## config.mk

```make
export PLATFORM = sky130hd
export DESIGN_NAME = bomb_manager_flat
export DESIGN_NICKNAME = d
export VERILOG_FILES = /design/src/rtl/bomb_if.sv /design/src/rtl/bomb_manager.sv /design/src/flat_wrapper.sv
export SDC_FILE = /design/constraint.sdc
export NUM_CORES = 1
export LEC_CHECK = 0
export ABC_AREA = 1
export CAP_MARGIN = 20
export CELL_PAD_IN_SITES_DETAIL_PLACEMENT = 2
export CELL_PAD_IN_SITES_GLOBAL_PLACEMENT = 2
export CORE_MARGIN = 5
export CORE_UTILIZATION = 35
export DETAILED_ROUTE_END_ITERATION = 7
export PLACE_DENSITY_LB_ADDON = 0.08
export SYNTH_ARGS = -nofsm -noshare
export SYNTH_HDL_FRONTEND = slang
export SYNTH_SLANG_ARGS = --single-unit
```

## constraint.sdc

```tcl
create_clock -name pixel_clk -period 5.5 [get_ports pixel_clk]
set_input_delay 0.55 -clock pixel_clk [delete_from_list [all_inputs] [get_ports pixel_clk]]
set_output_delay 0.55 -clock pixel_clk [all_outputs]
set_load 0.01 [all_outputs]
```

## src/rtl/bomb_if.sv

```systemverilog
// Placement requests, player positions and rendered bomb state between
// the game logic and the bomb manager.
interface bomb_if;
  logic        place_p1;
  logic [3:0]  p1_x;
  logic [3:0]  p1_y;
  logic        place_p2;
  logic [3:0]  p2_x;
  logic [3:0]  p2_y;
  logic        p1_ready;
  logic        p2_ready;
  logic [99:0] bomb_bit0;
  logic [99:0] bomb_bit1;
  logic [1:0]  game_over;

  modport master (
    output place_p1, p1_x, p1_y, place_p2, p2_x, p2_y,
    input  p1_ready, p2_ready, bomb_bit0, bomb_bit1, game_over
  );
  modport slave (
    input  place_p1, p1_x, p1_y, place_p2, p2_x, p2_y,
    output p1_ready, p2_ready, bomb_bit0, bomb_bit1, game_over
  );
endinterface

```

## src/rtl/bomb_manager.sv

```systemverilog
// Two-player bomb lifecycle: fuse/blast timers per slot, chain reactions,
// registered 10x10 cell-state map and sticky game_over code.
module bomb_slot #(
  parameter int PHASE_CYCLES = 25000000,
  parameter int BLAST_CYCLES = 12500000,
  parameter int TIMER_W      = 25
) (
  input  logic       pixel_clk,
  input  logic       rst_n,
  input  logic       accept,
  input  logic       chain,
  input  logic [3:0] ax,
  input  logic [3:0] ay,
  output logic [1:0] st,
  output logic [3:0] x,
  output logic [3:0] y
);
  // Encodings match the cell codes so the map logic can reuse them.
  typedef enum logic [1:0] {S_IDLE = 2'd0, S_NEW = 2'd1, S_AGED = 2'd2, S_EXPL = 2'd3} state_t;
  localparam logic [TIMER_W-1:0] PH_LAST = TIMER_W'(PHASE_CYCLES - 1);
  localparam logic [TIMER_W-1:0] BL_LAST = TIMER_W'(BLAST_CYCLES - 1);

  state_t             state;
  logic [TIMER_W-1:0] tmr;

  always_ff @(posedge pixel_clk or negedge rst_n) begin
    if (!rst_n) begin
      state <= S_IDLE;
      tmr   <= '0;
      x     <= '0;
      y     <= '0;
    end else begin
      case (state)
        S_IDLE: if (accept) begin
          state <= S_NEW;
          tmr   <= '0;
          x     <= ax;
          y     <= ay;
        end
        S_NEW, S_AGED: begin
          // A chain trigger wins over natural expiry; both land in EXPL at 0.
          if (chain) begin
            state <= S_EXPL;
            tmr   <= '0;
          end else if (tmr == PH_LAST) begin
            state <= (state == S_NEW) ? S_AGED : S_EXPL;
            tmr   <= '0;
          end else begin
            tmr <= tmr + 1'b1;
          end
        end
        S_EXPL: begin
          if (tmr == BL_LAST) begin
            state <= S_IDLE;
            tmr   <= '0;
          end else begin
            tmr <= tmr + 1'b1;
          end
        end
        default: state <= S_IDLE;
      endcase
    end
  end

  assign st = state;
endmodule

module bomb_manager #(
  parameter int PHASE_CYCLES = 25000000,
  parameter int BLAST_CYCLES = 12500000,
  parameter int TIMER_W      = 25
) (
  input  logic  pixel_clk,
  input  logic  rst_n,
  bomb_if.slave bus
);
  localparam logic [1:0] ST_IDLE = 2'd0, ST_NEW = 2'd1, ST_AGED = 2'd2, ST_EXPL = 2'd3;

  typedef struct packed {
    logic       place;
    logic [3:0] x;
    logic [3:0] y;
  } place_req_t;

  place_req_t [1:0]      req;
  logic [1:0][1:0]       st;
  logic [1:0][3:0]       sx;
  logic [1:0][3:0]       sy;
  logic [1:0]            acc;
  logic [1:0]            chain;
  logic                  hit_p1;
  logic                  hit_p2;
  logic [99:0]           b0_nxt, b1_nxt, b0_q, b1_q;
  logic [1:0]            go_q;

  // Centre plus orthogonal neighbours, clipped to the 0-9 grid.
  function automatic logic in_foot(input logic [3:0] px, input logic [3:0] py,
                                   input logic [3:0] cx, input logic [3:0] cy);
    logic on_col, on_row;
    on_col = (px == cx) && ((py == cy) || (py == cy + 4'd1) || (cy == py + 4'd1));
    on_row = (py == cy) && ((px == cx + 4'd1) || (cx == px + 4'd1));
    return (px < 4'd10) && (py < 4'd10) && (on_col || on_row);
  endfunction

  assign req[0] = {bus.place_p1, bus.p1_x, bus.p1_y};
  assign req[1] = {bus.place_p2, bus.p2_x, bus.p2_y};

  always_comb begin
    acc[0] = req[0].place && (st[0] == ST_IDLE) && (go_q == 2'd0) &&
             (req[0].x < 4'd10) && (req[0].y < 4'd10) &&
             !((st[1] != ST_IDLE) && (sx[1] == req[0].x) && (sy[1] == req[0].y));
    acc[1] = req[1].place && (st[1] == ST_IDLE) && (go_q == 2'd0) &&
             (req[1].x < 4'd10) && (req[1].y < 4'd10) &&
             !((st[0] != ST_IDLE) && (sx[0] == req[1].x) && (sy[0] == req[1].y)) &&
             !(acc[0] && (req[0].x == req[1].x) && (req[0].y == req[1].y));
  end

  assign chain[0] = (st[1] == ST_EXPL) && in_foot(sx[0], sy[0], sx[1], sy[1]);
  assign chain[1] = (st[0] == ST_EXPL) && in_foot(sx[1], sy[1], sx[0], sy[0]);

  assign hit_p1 = ((st[0] == ST_EXPL) && in_foot(bus.p1_x, bus.p1_y, sx[0], sy[0])) ||
                  ((st[1] == ST_EXPL) && in_foot(bus.p1_x, bus.p1_y, sx[1], sy[1]));
  assign hit_p2 = ((st[0] == ST_EXPL) && in_foot(bus.p2_x, bus.p2_y, sx[0], sy[0])) ||
                  ((st[1] == ST_EXPL) && in_foot(bus.p2_x, bus.p2_y, sx[1], sy[1]));

  for (genvar k = 0; k < 2; k++) begin : g_slot
    bomb_slot #(
      .PHASE_CYCLES(PHASE_CYCLES),
      .BLAST_CYCLES(BLAST_CYCLES),
      .TIMER_W     (TIMER_W)
    ) u_slot (
      .pixel_clk(pixel_clk),
      .rst_n    (rst_n),
      .accept   (acc[k]),
      .chain    (chain[k]),
      .ax       (req[k].x),
      .ay       (req[k].y),
      .st       (st[k]),
      .x        (sx[k]),
      .y        (sy[k])
    );
  end

  for (genvar c = 0; c < 100; c++) begin : g_cell
    localparam logic [3:0] CX = 4'(c % 10);
    localparam logic [3:0] CY = 4'(c / 10);
    logic expl, aged, fresh;
    assign expl  = ((st[0] == ST_EXPL) && in_foot(CX, CY, sx[0], sy[0])) ||
                   ((st[1] == ST_EXPL) && in_foot(CX, CY, sx[1], sy[1]));
    assign aged  = ((st[0] == ST_AGED) && (sx[0] == CX) && (sy[0] == CY)) ||
                   ((st[1] == ST_AGED) && (sx[1] == CX) && (sy[1] == CY));
    assign fresh = ((st[0] == ST_NEW) && (sx[0] == CX) && (sy[0] == CY)) ||
                   ((st[1] == ST_NEW) && (sx[1] == CX) && (sy[1] == CY));
    assign b1_nxt[c] = expl || aged;
    assign b0_nxt[c] = expl || (!aged && fresh);
  end

  // {hit_p1, hit_p2} maps directly onto the winner code: p1 hit -> 2, p2 hit -> 1.
  always_ff @(posedge pixel_clk or negedge rst_n) begin
    if (!rst_n) begin
      b0_q <= '0;
      b1_q <= '0;
      go_q <= '0;
    end else begin
      b0_q <= b0_nxt;
      b1_q <= b1_nxt;
      if (go_q == 2'd0) go_q <= {hit_p1, hit_p2};
    end
  end

  assign bus.bomb_bit0 = b0_q;
  assign bus.bomb_bit1 = b1_q;
  assign bus.game_over = go_q;
  assign bus.p1_ready  = (st[0] == ST_IDLE) && (go_q == 2'd0);
  assign bus.p2_ready  = (st[1] == ST_IDLE) && (go_q == 2'd0);
endmodule

```

## src/flat_wrapper.sv

```systemverilog
// flat-port wrapper written by rule: the top's interface ports become plain ports
module bomb_manager_flat 
#(
  parameter int PHASE_CYCLES = 25000000,
  parameter int BLAST_CYCLES = 12500000,
  parameter int TIMER_W      = 25
)
  (pixel_clk, rst_n, bus_place_p1, bus_p1_x, bus_p1_y, bus_place_p2, bus_p2_x, bus_p2_y, bus_p1_ready, bus_p2_ready, bus_bomb_bit0, bus_bomb_bit1, bus_game_over);
  bomb_if bus_i ();
  input  logic pixel_clk;
  input  logic rst_n;
  input wire logic [$bits(bus_i.place_p1)-1:0] bus_place_p1;
  input wire logic [$bits(bus_i.p1_x)-1:0] bus_p1_x;
  input wire logic [$bits(bus_i.p1_y)-1:0] bus_p1_y;
  input wire logic [$bits(bus_i.place_p2)-1:0] bus_place_p2;
  input wire logic [$bits(bus_i.p2_x)-1:0] bus_p2_x;
  input wire logic [$bits(bus_i.p2_y)-1:0] bus_p2_y;
  output wire logic [$bits(bus_i.p1_ready)-1:0] bus_p1_ready;
  output wire logic [$bits(bus_i.p2_ready)-1:0] bus_p2_ready;
  output wire logic [$bits(bus_i.bomb_bit0)-1:0] bus_bomb_bit0;
  output wire logic [$bits(bus_i.bomb_bit1)-1:0] bus_bomb_bit1;
  output wire logic [$bits(bus_i.game_over)-1:0] bus_game_over;
  assign bus_i.place_p1 = bus_place_p1;
  assign bus_i.p1_x = bus_p1_x;
  assign bus_i.p1_y = bus_p1_y;
  assign bus_i.place_p2 = bus_place_p2;
  assign bus_i.p2_x = bus_p2_x;
  assign bus_i.p2_y = bus_p2_y;
  assign bus_p1_ready = bus_i.p1_ready;
  assign bus_p2_ready = bus_i.p2_ready;
  assign bus_bomb_bit0 = bus_i.bomb_bit0;
  assign bus_bomb_bit1 = bus_i.bomb_bit1;
  assign bus_game_over = bus_i.game_over;
  bomb_manager #(.PHASE_CYCLES(PHASE_CYCLES), .BLAST_CYCLES(BLAST_CYCLES), .TIMER_W(TIMER_W)) u_core (.pixel_clk(pixel_clk), .rst_n(rst_n), .bus(bus_i));
endmodule
```

* Word-level counts from Yosys, hierarchy flattened
Index checks and enable logic that the tools add are counted.
** Operators by class
- Add/sub/neg operators :: 10
- Multiply operators :: 0
- Div/mod/pow operators :: 0
- Order comparisons :: 8
- Equal/unequal tests :: 166
- Shift operators :: 0
- Mux-type cells :: 22
- Bitwise logic cells :: 0
- Reductions and logical operators :: 2094
** Operator list (number)
- 1-bit logical AND :: 1187
- 1-bit logical OR :: 785
- 25-bit 2-to-1 mux :: 8
- 4-bit == test :: 38
- 25-bit one-hot mux with 3 select lines :: 2
- 3-bit by 4-bit == test with 1-bit output, first input constant :: 32
- 1-bit zero test :: 103
- 2-bit by 4-bit == test with 1-bit output, first input constant :: 16
- 4-bit by 3-bit == test with 1-bit output, second input constant :: 16
- 4-bit == test, first input constant :: 16
- 25-bit by 1-bit adder with 25-bit output, second input constant :: 2
- 25-bit by 24-bit == test with 1-bit output, second input constant :: 2
- 25-bit == test, second input constant :: 2
- 4-bit == test, second input constant :: 12
- 4-bit by 1-bit adder with 4-bit output, second input constant :: 8
- 1-bit by 4-bit == test with 1-bit output, first input constant :: 8
- 4-bit by 2-bit == test with 1-bit output, second input constant :: 8
- 4-bit zero test :: 8
- 4-bit less-than comparator, second input constant :: 8
- 4-bit by 1-bit == test with 1-bit output, second input constant :: 4
- 2-bit 2-to-1 mux :: 8
- 2-bit one-hot mux with 3 select lines :: 2
- 2-bit == test, second input constant :: 4
- 2-bit inequality test, second input constant :: 4
- other kinds (8) :: 17
** Word-level totals
- Register bits :: 272
- Latch bits :: 0
- Bits in writable memories :: 0
- ROM bits :: 0
- Input port bits :: 20
- Output and inout port bits :: 204
- Logic and storage cells :: 2311
- Memories kept :: 0

* Depth between registers and ports, before layout
Gate-level depths: netlist of the first run.
- Word-level depth :: 12
- Mapped depth :: 17
- Gate-level depth less buffers :: 15

* Hierarchy
A second synthesis of the first run with hierarchy kept.
** Second synthesis, totals
- Cells, all modules :: 2759
- Area total of the unflattened synthesis :: 19153.4 um^2
** Modules (own cells, without submodules)
- bomb_manager :: instances 1, cells an instance 2169, area each 14734.1 um^2, seq. area each 5054.8 um^2
- bomb_slot :: instances 2, cells an instance 295, area each 2209.6 um^2, seq. area each 875.8 um^2

* Least setup slack after synthesis of the first run
OpenSTA, ideal clock, no wires.
- Path type :: flip-flop to flip-flop
- From :: reg u_core.g_slot[0].u_slot.x[1]
- To :: reg u_core.g_slot[1].u_slot.tmr[8]
- Library setup time :: 0.126 ns
- Arrival :: 2.067 ns
- Required time :: 5.374 ns
- Setup slack :: 3.308 ns
- Cell stages (with the launch flop) :: 18
- Buffers on the path :: 2
- Clock period less this slack :: 2.192 ns
- Path through :: dfrtp_1 > buf_2 > inv_1 > ha_1 > nand2_1 > inv_1 > o21ai_0 > nor2_1 > nand2_1 > nand2_1 > nand2_1 > nand2_1 > nand3_2 > nand2_2 > nand2_4 > buf_6 > nand3_1 > o21ai_1
** On the way
- Word-level cells in the longest chain between the ends :: 9
- Elaborated cells on any way between the ends :: 19
- Those cells by class :: 1 x add/sub; 5 x eq/ne; 2 x mux; 11 x reduce/logical
** RTL lines
- start: declaration :: RTL line bomb_manager.sv:15 : output logic [3:0] x,
- start signal: assignment :: RTL line bomb_manager.sv:30 : x <= '0;
- start signal: assignment :: RTL line bomb_manager.sv:37 : x <= ax;
- 4-bit by 1-bit adder with 4-bit output :: RTL line bomb_manager.sv:101 : on_row = (py == cy) && ((px == cx + 4'd1) || (cx == px + 4'd1));
- 4-bit == test :: RTL line bomb_manager.sv:101
- 1-bit logical OR :: RTL line bomb_manager.sv:101
- 1-bit logical AND :: RTL line bomb_manager.sv:101
- 1-bit logical OR :: RTL line bomb_manager.sv:102 : return (px < 4'd10) && (py < 4'd10) && (on_col || on_row);
- 1-bit logical AND :: RTL line bomb_manager.sv:102
- 1-bit logical AND :: RTL line bomb_manager.sv:119 : assign chain[1] = (st[0] == ST_EXPL) && in_foot(sx[1], sy[1], sx[0], sy[0]);
- 25-bit 2-to-1 mux :: RTL line bomb_manager.sv:42 : if (chain) begin
- 25-bit one-hot mux with 3 select lines :: RTL line bomb_manager.sv:33 : case (state)
- end signal: assignment :: RTL line bomb_manager.sv:49 : tmr <= tmr + 1'b1;
- end signal: assignment :: RTL line bomb_manager.sv:57 : tmr <= tmr + 1'b1;
- end: declaration :: RTL line bomb_manager.sv:24 : logic [TIMER_W-1:0] tmr;
Several ways; a longest one is shown, not always the timed one.
A chain may end at the register's enable or synchronous reset.

* Final worst setup path of the first run
- From :: reg u_core.g_slot[1].u_slot.y[1]
- To :: reg u_core.b0_q[87], in the netlist u_core.bus.bomb_bit0[87]
** On the way
- Word-level cells in the longest chain between the ends :: 9
- Elaborated cells on any way between the ends :: 19
- Those cells by class :: 1 x add/sub; 4 x eq/ne; 14 x reduce/logical
** RTL lines
- start: declaration :: RTL line bomb_manager.sv:16 : output logic [3:0] y
- start signal: assignment :: RTL line bomb_manager.sv:38 : y <= ay;
- 4-bit by 1-bit adder with 4-bit output :: RTL line bomb_manager.sv:100 : on_col = (px == cx) && ((py == cy) || (py == cy + 4'd1) || (cy == py + 4'd1));
- 4-bit == test :: RTL line bomb_manager.sv:100
- 1-bit logical OR (2 in a row) :: RTL line bomb_manager.sv:100
- 1-bit logical AND :: RTL line bomb_manager.sv:100
- 1-bit logical OR :: RTL line bomb_manager.sv:102
- 1-bit logical AND :: RTL line bomb_manager.sv:149 : ((st[1] == ST_EXPL) && in_foot(CX, CY, sx[1], sy[1]));
- 1-bit logical OR :: RTL line bomb_manager.sv:148 : assign expl = ((st[0] == ST_EXPL) && in_foot(CX, CY, sx[0], sy[0])) ||
- 1-bit logical OR (*) :: RTL line bomb_manager.sv:155 : assign b0_nxt[c] = expl || (!aged && fresh);
- named net u_core.b0_nxt[87] :: RTL line bomb_manager.sv:93 : logic [99:0] b0_nxt, b1_nxt, b0_q, b1_q;
- end signal: assignment :: RTL line bomb_manager.sv:165 : b0_q <= b0_nxt;
- end: declaration :: RTL line bomb_manager.sv:93
The timed path passes the listed nets; every way through them passes the cells marked *.

==> results of run 1 <==
[worst min-delay path by stage]
stage                                        start                             end  slack, ns  cells after the start
floorplan                                    rst_n         u_core.bus.bomb_bit0[0]       0.25                      0
global placement    u_core.g_slot[0].u_slot.tmr[1]  u_core.g_slot[0].u_slot.tmr[1]       0.49                      2
detailed placement  u_core.g_slot[0].u_slot.tmr[1]  u_core.g_slot[0].u_slot.tmr[1]       0.50                      2
CTS                 u_core.g_slot[0].u_slot.tmr[1]  u_core.g_slot[0].u_slot.tmr[1]       0.52                      2
global route               u_core.bus.game_over[0]         u_core.bus.game_over[0]       0.57                      2
finish              u_core.g_slot[0].u_slot.tmr[1]  u_core.g_slot[0].u_slot.tmr[1]       0.51                      2
[kinds of logic (layout without fill, tap and decap cells)]
logic type               Yosys count  in the layout
AO/OA/AOI/OAI                    554            554
adder cells (fa/ha/maj)           39             39
other                              0              1
AND/OR/NAND/NOR                 1121           1121
flip-flops                       272            272
XOR/XNOR                         106            106
buffers and inverters            433            600
[metrics by stage]
stage / worst slack, ns / hold WS (ns) / cells / power (mW)
2_1_floorplan: 3.31 / 0.254 / 2525 / 2.11
3_3_place_gp: 1.89 / 0.489 / 3319 / 2.18
3_5_place_dp: 1.76 / 0.504 / 3319 / 2.19
4_1_cts: 1.72 / 0.522 / 3378 / 4.54
5_1_grt: 1.41 / 0.567 / 3380 / 4.64
6_report: 1.52 / 0.515 / 3381 / 4.50
[sequential cells by signal, indices dropped and copies added (netlist names)]
register	flops
u_core.g_slot.u_slot.y	8
u_core.g_slot.u_slot.st	4
u_core.g_slot.u_slot.x	8
u_core.bus.bomb_bit0	100
u_core.bus.game_over	2
u_core.bus.bomb_bit1	100
u_core.g_slot.u_slot.tmr	50
[where the power goes]
group	internal (mW)	switching, mW	total, mW	leakage (nW)
clock	1.40	0.943	2.35	0.559
combinational	0.0464	0.104	0.150	6.36
sequential	2.00	0	2.00	3.53
[critical path, cell delays in order (launching register included)]
cell,delay (ns)
dfrtp_1,0.58
inv_1,0.28
ha_1,0.19
inv_1,0.08
nor2_1,0.90
inv_1,0.68
o211ai_1,0.27
clkinv_1,0.36
o22ai_1,0.27
nand2_1,0.13
nand3_1,0.14
[repair_timing]
action / in CTS / in global routing
hold endpoints to repair: 85 / 0
hold buffers: 1 / 0
endpoints found under the setup margin: 0 / 0
setup buffers: 0 / 0
gates resized for setup: 0 / 0
[per-layer routing]
metal	part of all wire [%]	GRT usage [%]
met1	37	39.5
met2	47	55.5
met3	9.1	8.37
met4	7.5	20.0
met5	0	0
[area by class of cell]
| cell class | count | area share [%] |
|---|---|---|
| Antenna cell | 1 | 0.0113 |
| Clock buffer | 39 | 3.89 |
| Clock inverter | 19 | 1.25 |
| Inverter | 301 | 5.09 |
| Multi-Input combinational cell | 1820 | 44.5 |
| Sequential cell | 272 | 30.6 |
| Tap cell | 688 | 3.87 |
| Timing Repair Buffer | 241 | 10.8 |
[synthesized netlist by cell type (all sizes together)]
master,instances
a22oi,100
dfrtp,272
o31ai,1
nor3,29
nand4,28
or2,3
nor4,12
buf,49
xor2,70
o211ai,2
a21oi,51
nand2,681
o21a,1
o22ai,263
nand3b,13
o2111ai,2
o21ai,129
a21boi,1
inv,296
nand3,218
clkbuf,83
clkinv,5
nor2,137
a31oi,3
ha,39
xnor2,36
a41oi,1
==> flow_summary.ini, run 1 <==
[run_status]
status = finished, final reports clean

[clocking]
cts_tree = built
cts.sinks = 272
cts_root_buf = clkbuf_16
cts_made_buffers = 31
clk_latency_ns = 0.62
path_clk_slew_ns = 0.07
htree_num_levels = 1
clockBufferDepth = 3

[sta]
relSlewSlack_pct = 16.7
worst_slew_pin_slew_ns = 1.25
fmax_mhz = 251
min_period_over_period_pct = 72.4
rsz0062_at_grt = no
drv_slew = 0
finalCriticalPeriod_ns = 3.98
worst_clock_skew_ns = 0.0238
finalHoldViolCount = 0
finalSetupTns_ns = 0
setup_viol = 0

[global_routing]
grt_pass1_wl_um = 145000
track_usage_pct = 33.6
gr-total-overflow = 0
grt_max_degree = 115
grt_pass1_vias = 22352
antenna_found_initial = 2

[layout]
drive_above_1_share_pct = 8.95
mostFrequentLayoutCells = nand2_1 (669), dfrtp_1 (272), o22ai_1 (263)
area_growth_pct = 20.6
fillers = 6048
layout_commonest_cell = nand2_1
multi_input_area_um2 = 9890
fin_area_um2 = 22200
regArea_um2 = 6810
fin_util_pct = 42.5
nets = 2726

[synth]
netlist.area_leader.share_pct = 36.9
synth.cell_area_um2 = 18400
synth_xor_area_share_pct = 5.28
synthAdderAreaFrac_pct = 2.65
synth_compound_area_share_pct = 19.1
yosys.area_share.simple_pct = 26.6
synth_top_family_by_area = simple AND/OR/NAND/NOR gates
yosysTopAreaCell = dfrtp_1
yosys_warnings = 0
yosys_register_bits = 272
avgSynthCellArea_um2 = 7.30
synth.distinct_cells = 45
synth_cells = 2525
synth_fp_nets = 2584
ys_seq_area_share_pct = 36.9
synthMuxAreaShare_pct = 0
synth_area_leaders = dfrtp_1 (37%), nand2_1 (14%), o22ai_1 (8.9%)

[worst_setup_path]
cp-start-kind = flop
arrival_ns = 4.51
crit_end = u_core.bus.bomb_bit0[87]
crit_type = reg2reg
worst-r2r-setup-slack_ns = 1.52
r2r-end = u_core.bus.bomb_bit0[87]
critPathLaunch = u_core.g_slot[1].u_slot.y[1]
required_ns = 6.03
critPathCaptureType = flop
r2r-start = u_core.g_slot[1].u_slot.y[1]
reg2reg_depth = 10
critPathMaxFanout = 21

[detailed_routing]
dr.pass1.iters = 8
vias = 20738
ant_nets = 0
vias_per_cell = 6.13
wl_per_cell_um = 29.5
drc_errors = 0
wl_um = 99800
drt_iter0_drc = 1951

[placed_design]
placed_cell_area_um2 = 21100
gp_congestion = 0.965
port_buffers = 223
hpwl_um = 69400

[floorplanning]
die_h_um = 240
ioPinCount = 224
core_area_um2 = 52300
initial_core_util_pct = 35.2
dieArea_um2 = 57400
dieWidth_um = 240
fp-row-count = 84

[power]
p_per_area_nw_per_um2 = 202
p_leak_nw = 10.4
ir_drop_mv = 0.236

[flow_run]
maxCapViolCount = 0

[hold_path]
hold_class = reg2reg
No activity file was read; power rests on OpenSTA's default activity.
==> run 2: changes to the inputs <==
--- a/config.mk
+++ b/config.mk
@@ -10,7 +10,7 @@
 export CELL_PAD_IN_SITES_DETAIL_PLACEMENT = 2
 export CELL_PAD_IN_SITES_GLOBAL_PLACEMENT = 2
 export CORE_MARGIN = 5
-export CORE_UTILIZATION = 35
+export CORE_UTILIZATION = 33
 export DETAILED_ROUTE_END_ITERATION = 7
 export PLACE_DENSITY_LB_ADDON = 0.08
 export SYNTH_ARGS = -nofsm -noshare
==> constraint.sdc (replaced) <==
create_clock -name pixel_clk -period 3.8 [get_ports pixel_clk]
set_input_delay 0.38 -clock pixel_clk [delete_from_list [all_inputs] [get_ports pixel_clk]]
set_output_delay 0.38 -clock pixel_clk [all_outputs]
set_load 0.01 [all_outputs]
==> flow_summary.ini, run 2 (synthesis results as in run 1) <==
[global_routing]
gr-total-overflow = 0
track_usage_pct = 33.2
grt_pass1_vias = 22582
grt_max_degree = 114
grt_pass1_wl_um = 150000
antenna_found_initial = 2

[placed_design]
port_buffers = 223
hpwl_um = 73400
gp_congestion = 0.982
placed_cell_area_um2 = 21700

[floorplanning]
ioPinCount = 224
dieArea_um2 = 60700
initial_core_util_pct = 33.4
core_area_um2 = 55200
die_h_um = 246
dieWidth_um = 246
fp-row-count = 86

[clocking]
cts_root_buf = clkbuf_16
cts_made_buffers = 35
clk_latency_ns = 0.57
cts.sinks = 272
cts_tree = built
htree_num_levels = 2
path_clk_slew_ns = 0.06
ctsResizeCount = 0
clockBufferDepth = 3

[worst_setup_path]
crit_path_top_delay_cell = dfrtp_1
cp_cell_sequence = inv_1 > ha_1 > inv_1 > nor2_1 > inv_2 > o21ai_1 > inv_1 > o22ai_1 > nand2_1 > nand3_1
cpMostUsedCell = inv_1
cp-start-kind = flop
critPathCaptureType = flop
worst-r2r-setup-slack_ns = 0.66
arrival_ns = 3.55
max_stage_delay_ns = 0.78
r2r-start = u_core.g_slot[0].u_slot.x[1]
crit_type = reg2reg
r2r-end = u_core.bus.bomb_bit1[88]
reg2reg_depth = 10
required_ns = 4.22
critPathMaxFanout = 14

[sta]
relSlewSlack_pct = 24.1
rsz0062_at_grt = no
setup_viol = 0
finalCriticalPeriod_ns = 3.14
finalHoldViolCount = 0
fmax_mhz = 319
drv_slew = 0
finalSetupTns_ns = 0
hold_ws_ns = 0.508
min_period_over_period_pct = 82.5
worst_slew_pin_slew_ns = 1.14
worst_clock_skew_ns = 0.0372

[detailed_routing]
dr.pass1.iters = 7
wl_per_cell_um = 29.6
vias_per_cell = 5.95
drc_errors = 0
vias = 20943
drt_iter0_drc = 1935
ant_nets = 0
wl_um = 104000

[layout]
drive_above_1_share_pct = 11.3
area_growth_pct = 24.4
layout_commonest_cell = nand2_1
multi_input_area_um2 = 9890
fin_area_um2 = 22900
mostFrequentLayoutCells = nand2_1 (669), dfrtp_1 (272), o22ai_1 (263)
fillers = 6412
regArea_um2 = 6810
nets = 2800

[power]
p_leak_nw = 10.8
p_per_area_nw_per_um2 = 290
ir_drop_mv = 0.402

[hold_path]
hold_class = in2async

[run_status]
status = finished, final reports clean

[flow_run]
maxCapViolCount = 0
-- run 2: cell count changes in the layout (fill, tap and decap cells not counted), sizes merged --
cell | before | now
bufinv | 6 | 4
clkinvlp | 3 | 1
diode | 1 | 2
buf | 18 | 88
clkbuf | 39 | 48
clkinv | 12 | 13
-- run 2: worst max path at each step --
stage                     cells past startpoint                          from                         endpoint
after detailed placement                     13                   bus_p1_x[2]    u_core.g_slot[0].u_slot.st[1]
final                                        10  u_core.g_slot[0].u_slot.x[1]         u_core.bus.bomb_bit1[88]
after global placement                       15                   bus_p1_x[2]   u_core.g_slot[0].u_slot.tmr[0]
after floorplan                              17  u_core.g_slot[0].u_slot.x[1]   u_core.g_slot[1].u_slot.tmr[8]
after global routing                         15  u_core.g_slot[0].u_slot.x[1]    u_core.g_slot[0].u_slot.st[1]
after CTS                                    15  u_core.g_slot[0].u_slot.x[1]  u_core.g_slot[0].u_slot.tmr[18]
-- run 2: layout make-up --
type	instances	area share (%)
Antenna cell	2	0.0218
Inverter	301	4.94
Clock buffer	48	4.34
Clock inverter	16	0.927
Tap cell	748	4.08
Multi-Input combinational cell	1820	43.1
Timing Repair Buffer	311	12.9
Sequential cell	272	29.7
-- run 2: layer usage --
layer / vias to the layer above / global-route usage, % / part of all wire [%]
met2: 1063 / 54.6 / 46
met4: 2 / 17.8 / 6.6
met5: - / 0 / 0.016
met3: 324 / 6.49 / 7.8
li1: 8966 / - / -
met1: 10588 / 41.3 / 39
-- run 2: through the flow --
stage	power, mW	util [%]	setup WS [ns]	std cells
floorplan	3.05	-	1.61	2525
global placement	3.17	39.3	0.777	3451
detailed placement	3.18	39.3	0.673	3451
CTS	6.75	41.5	0.724	3516
global route	6.88	41.5	0.505	3516
finish	6.66	41.5	0.663	3518
-- run 2: where the power goes --
group	internal (mW)	total, mW	switching, mW
Sequential	2.90	2.90	0
Clock	2.13	3.54	1.41
Combinational	0.0726	0.222	0.149
Total	5.10	6.66	1.56
-- run 2: worst max-delay path, delay by kind of cell, from the launching register on --
family / cells / cell delay, ns
adder cells (fa/ha/maj): 1 / 0.24
buffers and inverters: 4 / 1.17
AO/OA/AOI/OAI: 2 / 0.46
AND/OR/NAND/NOR: 3 / 0.36
flip-flops: 1 / 0.78
-- run 2: what timing repair did --
action	in CTS	in global routing
endpoints found under the setup margin	0	0
buffers inserted	0	0
hold buffers	1	0
hold endpoints to repair	69	0
